==> src/rtl/serial_adder_nbits.sv <==
// Bit-serial adder: one full-adder cell and a registered carry compute A+B+Cin,
// LSB first, over WIDTH clock edges after the start request is accepted.
module serial_adder_nbits #(
    parameter int WIDTH = 4
) (
    input  logic             clk,
    input  logic             rst_n,
    input  logic             start,
    input  logic [WIDTH-1:0] A,
    input  logic [WIDTH-1:0] B,
    input  logic             Cin,
    output logic             busy,
    output logic             done,
    output logic [WIDTH-1:0] Sum,
    output logic             Cout
);

    localparam int CW = (WIDTH > 1) ? $clog2(WIDTH) : 1;
    localparam logic [CW-1:0] LAST_BIT = CW'(WIDTH - 1);

    localparam logic [0:0] IDLE = 1'b0;
    localparam logic [0:0] RUN  = 1'b1;

    logic [0:0]       state;
    logic [WIDTH-1:0] a_sh;
    logic [WIDTH-1:0] b_sh;
    logic             carry;
    logic [CW-1:0]    cnt;

    logic             sum_bit;
    logic             carry_next;
    logic [WIDTH-1:0] b_sh_next;

    // The sum bits enter b_sh at the MSB as its operand bits leave at the LSB,
    // so after WIDTH shifts b_sh holds the complete result.
    always_comb begin
        sum_bit    = a_sh[0] ^ b_sh[0] ^ carry;
        carry_next = (a_sh[0] & b_sh[0]) | (carry & (a_sh[0] ^ b_sh[0]));
        b_sh_next  = {sum_bit, b_sh[WIDTH-1:1]};
    end

    always_ff @(posedge clk or negedge rst_n) begin
        if (!rst_n) begin
            state <= IDLE;
            a_sh  <= '0;
            b_sh  <= '0;
            carry <= 1'b0;
            cnt   <= '0;
            busy  <= 1'b0;
            done  <= 1'b0;
            Sum   <= '0;
            Cout  <= 1'b0;
        end else begin
            done <= 1'b0;
            case (state)
                IDLE: begin
                    if (start) begin
                        a_sh  <= A;
                        b_sh  <= B;
                        carry <= Cin;
                        cnt   <= '0;
                        busy  <= 1'b1;
                        state <= RUN;
                    end
                end
                RUN: begin
                    a_sh  <= a_sh >> 1;
                    b_sh  <= b_sh_next;
                    carry <= carry_next;
                    cnt   <= cnt + 1'b1;
                    if (cnt == LAST_BIT) begin
                        Sum   <= b_sh_next;
                        Cout  <= carry_next;
                        done  <= 1'b1;
                        busy  <= 1'b0;
                        cnt   <= '0;
                        state <= IDLE;
                    end
                end
                default: state <= IDLE;
            endcase
        end
    end

endmodule

==> config.mk <==
export PLATFORM = sky130hd
export DESIGN_NAME = serial_adder_nbits
export DESIGN_NICKNAME = d
export VERILOG_FILES = /design/src/rtl/serial_adder_nbits.sv
export SDC_FILE = /design/constraint.sdc
export NUM_CORES = 1
export LEC_CHECK = 0
export CORE_MARGIN = 2
export CORE_UTILIZATION = 50
export DETAILED_ROUTE_END_ITERATION = 8
export DONT_BUFFER_PORTS = 1
export GPL_ROUTABILITY_DRIVEN = 0
export SYNTH_ARGS = -nofsm -noshare
export SYNTH_HDL_FRONTEND = slang
export SYNTH_SLANG_ARGS = --single-unit
==> constraint.sdc <==
create_clock -name clk -period 1.5 [get_ports clk]
set_clock_uncertainty 0.05 [all_clocks]
set_input_delay 0.45 -clock clk [delete_from_list [all_inputs] [get_ports clk]]
set_output_delay 0.45 -clock clk [all_outputs]
set_load 0.03 [all_outputs]
After elaboration in Yosys (flattened, before gate mapping)
Index checks and enable logic that the tools add are counted.
{"block": "word_totals", "elab_cells": 38, "reg_bits": 19, "output_inout_bits": 7}
{"block": "classes", "n_addsub": 1, "eq_ne": 3, "n_reduce_logical": 2, "n_mux": 17, "n_bitwise": 6}
{"operator": "4-bit case mux with 2 select lines", "n": 2}
{"operator": "4-bit two-way mux", "n": 2}
{"operator": "1-bit two-way mux", "n": 7}
{"operator": "1-bit case mux with 2 select lines", "n": 3}
{"operator": "2-bit two-way mux", "n": 2}
{"operator": "2-bit case mux with 2 select lines", "n": 1}
{"operator": "2-bit AND reduction", "n": 2}
{"operator": "2-bit by 1-bit adder with 2-bit output (second input constant)", "n": 1}
{"operator": "1-bit bitwise AND", "n": 2}
{"operator": "2-bit == test (second input constant)", "n": 1}
{"operator": "2-bit by 1-bit != test with 1-bit output (second input constant)", "n": 1}
{"operator": "2-bit != test (second input constant)", "n": 1}
{"operator": "1-bit bitwise XOR", "n": 2}
{"operator": "1-bit NOT", "n": 1}
{"operator": "1-bit OR", "n": 1}

Logic depth before layout (Yosys ltp)
{"block": "depth", "depth_word": 4, "depth_mapped": 3, "mapped_depth_nobuf": 3}

Worst setup path after synthesis
No wires, ideal clock.
{"block": "synth_path", "path_type": "register to register", "start": "register a_sh[0]", "end": "register Sum[3]", "period_less_slack_ns": 1.300, "t_arrival_ns": 1.125, "slack_ns": 0.200, "n_path_buf": 0, "path_stages_with_launch": 3, "path_cell_list": "dfrtp_1 fa_1 mux2_4"}
{"block": "synth_between", "elab_chain_len": 2}
{"element": "from (decl)", "line": "25", "text": "logic [WIDTH-1:0] a_sh;"}
{"element": "from (signal assigned)", "line": "67", "text": "a_sh <= a_sh >> 1;"}
{"element": "1-bit bitwise XOR (2 in series)", "line": "37", "text": "sum_bit = a_sh[0] ^ b_sh[0] ^ carry;"}
{"element": "via sum_bit", "line": "30", "text": "logic sum_bit;"}
{"element": "to (signal assigned)", "line": "72", "text": "Sum <= b_sh_next;"}
{"element": "to (decl)", "line": "14", "text": "output logic [WIDTH-1:0] Sum,"}
The timed path passes the listed nets, and every way through them passes these cells.
A chain may end at the register's enable or synchronous reset.

Worst setup path after layout
{"block": "layout_path", "start": "register Cout", "end": "output port Cout"}
{"element": "from (decl)", "line": "15", "text": "output logic Cout"}
{"element": "from (signal assigned)", "line": "73", "text": "Cout <= carry_next;"}
No word-level cell between the ends.

==> results by group <==
Place
  – Placed insts: between 80 and 90
  – DP HPWL: around 970 um
  – IO buf count: 0
  – Placed Area: ~840 sq um

Clock tree
  – Max H-tree Level: 1
  – Clk_lat worst skew: 290 ps
  – CTS Buf Count: 3
  – CTS tree: built
  – CTS Root Buffer Type: clkbuf_4
  – Clock transition at path regs: 100 ps
  – CTS max path bufs: 2
  – CTS sink cnt: 19

Routing
  – DRC: 0
  – WL/cell: around 16 um
  – Post-detailed-route via-to-cell ratio: 5.442
  – Antenna Nets Post-Route: 0
  – Via count: 468
  – Iter 0 DRT Violations: 5
  – Final wirelength: between 1000 and 1500 um
  – DRT Pass-1 Iters: 4

Floorplanning
  – Die height: 44.67 um
  – Starting density of the core: about 54%
  – Die Area: 0.001995 sq mm
  – Row cnt: 14
  – I/O pin count: 19
  – Die Width: 44.67 um
  – Placeable Area: 0.001524 sq mm

Global routing
  – Gr usage total: 16.57%
  – Pin count of the biggest net entering global routing: 20
  – First-pass GRT wire length: 2221 um
  – Initial antenna violation count: 0
  – Vias in the first global route: about 490
  – Grt total ovfl: 0

Final layout
  – Final net count: 85
  – Layout cell share with drive strength beyond 1: 15.71%
  – Commonest non-fill, non-tap cell in the layout: dfrtp_1
  – Post-route insts no fill: 86
  – ANT cells: 0
  – Layout area overhead: 6.505%
  – Most frequent cells in the layout: dfrtp_1 (19), mux2i_1 (10), nand2_1 (8), o21ai_1 (8), mux2_4 (5)
  – Final instance area: 880.8 sq um

Critical path
  – Setup crit start kind: flip-flop
  – CP Data Arrival Time: 840 ps
  – Crit. End Element: output pin
  – CP required: 1000 ps
  – Critical Path Fanout Max: 2
  – Crit path kind: flip-flop to output pin

Power and ir drop
  – Cell Pwr Density: 2242 mW/mm^2
  – Max VDD drop: 0.9964 mV
  – Pwr Total: 1.975 mW
  – Leak pwr: 0.4543 nW

Logic synthesis
  – Largest area contributor in the netlist: dfrtp_1
  – Sequential-to-total area share from yosys stat: 57.49%
  – Synth unique cells: 14
  – Synth warnings: 0
  – Synthesized area per cell: 12.53 sq um
  – Syn Nets: 80
  – Synth Register Bits: 19
  – Top cells by area, synth: dfrtp_1 (57%), mux2i_1 (12%), mux2_4 (9.1%)
  – Area share of the largest cell type after synthesis: 57.49%
  – Cells after synthesis: 66
  – Netlist Area Pre-Place: 827.0 sq um

STA
  – Final Hold Fails: 0
  – FMAX: approximately 740 MHz
  – Tcrit/Tclk final: 89.49%
  – Least-Margin Pin Slew: 804.9 ps
  – Crit path time final: 1342 ps
  – Slew HR: 46.16%
  – RSZ-0062 raised after global routing: false
  – Max-slew violations: 0
  – Final setup TNS: 0 ps
  – Final setup viols: 0

Outcome
  – Run status: completed

Job
  – # Max-Cap Violations: 0

Min path
  – Worst Hold Class: primary input to flip-flop
-- repair_timing --
item | 4_1_cts | 5_1_grt
gates resized for setup | 0 | 0
hold buffers | 1 | 0
setup buffers | 0 | 0
endpoints found under the hold margin | 19 | 0
-- state kept, by name, summed over array words and instances (netlist names) --
register  flops
cnt           2
Sum           4
busy          1
b_sh          4
done          1
Cout          1
a_sh          4
carry         1
state         1
-- synth_stat cells, drive strengths merged --
cell and number:
a22o 2, buf 3, dfrtp 19, fa 1, ha 1, inv 3, mux2 5, mux2i 10
nand2 9, nor2 4, o21ai 8, o22ai 1
-- per-layer routing --
layer,part of all wire (%),track usage [%]
met3,5.0,4.490
met5,0,0
met1,46,23.47
met4,1.8,9.091
met2,48,22.90
-- cells by family (layout without fill, tap and decap cells) --
logic type,Yosys count,in the layout,synth area share [%]
AND/OR/NAND/NOR,13,13,6.203
AO/OA/AOI/OAI,11,11,7.717
multiplexers,15,15,21.18
flip-flops,19,19,57.49
buffers and inverters,6,10,3.480
adder cells (fa/ha/maj),2,2,3.933
-- area by class of cell --
cell class | instances | area (sq um)
clock buffers | 4 | 26.28
multi-input cells | 41 | 322.8
inverters | 3 | 11.26
fillers | 134 | 643.1
repair buffers | 3 | 25.02
well taps | 16 | 20.02
flip-flops and latches | 19 | 475.5
-- per-stage QoR --
step	setup slack, ps	hold slack [ps]	util (%)
after floorplan	200.0	104.4	-
after global placement	166.3	104.9	55.42
after detailed placement	167.1	104.9	55.42
after CTS	139.6	222.4	57.80
after global routing	111.3	215.9	57.80
final	157.7	231.1	57.80
-- worst reg2reg max path, cell delays in order (launching register included) --
cell and delay (ps):
dfrtp_1 410, fa_1 490, mux2_4 280
-- power breakdown --
part | switching (mW) | leakage (nW) | internal (mW)
Sequential | 0.331 | 0.237 | 0.743
Combinational | 0.290 | 0.202 | 0.361
Clock | 0.148 | 0.0150 | 0.104
-- final timing paths --
path,startpoint,end,slack (ps),cells past startpoint
min in group asynchronous,rst_n,Sum[0],630,1
min reg2reg,a_sh[3],a_sh[2],450,2
min,start,state,230,2
max in group asynchronous,rst_n,b_sh[2],270,1
max reg2reg,a_sh[0],Sum[3],160,2
max,Cout,Cout,160,0
(Power assumes the default switching activity.)
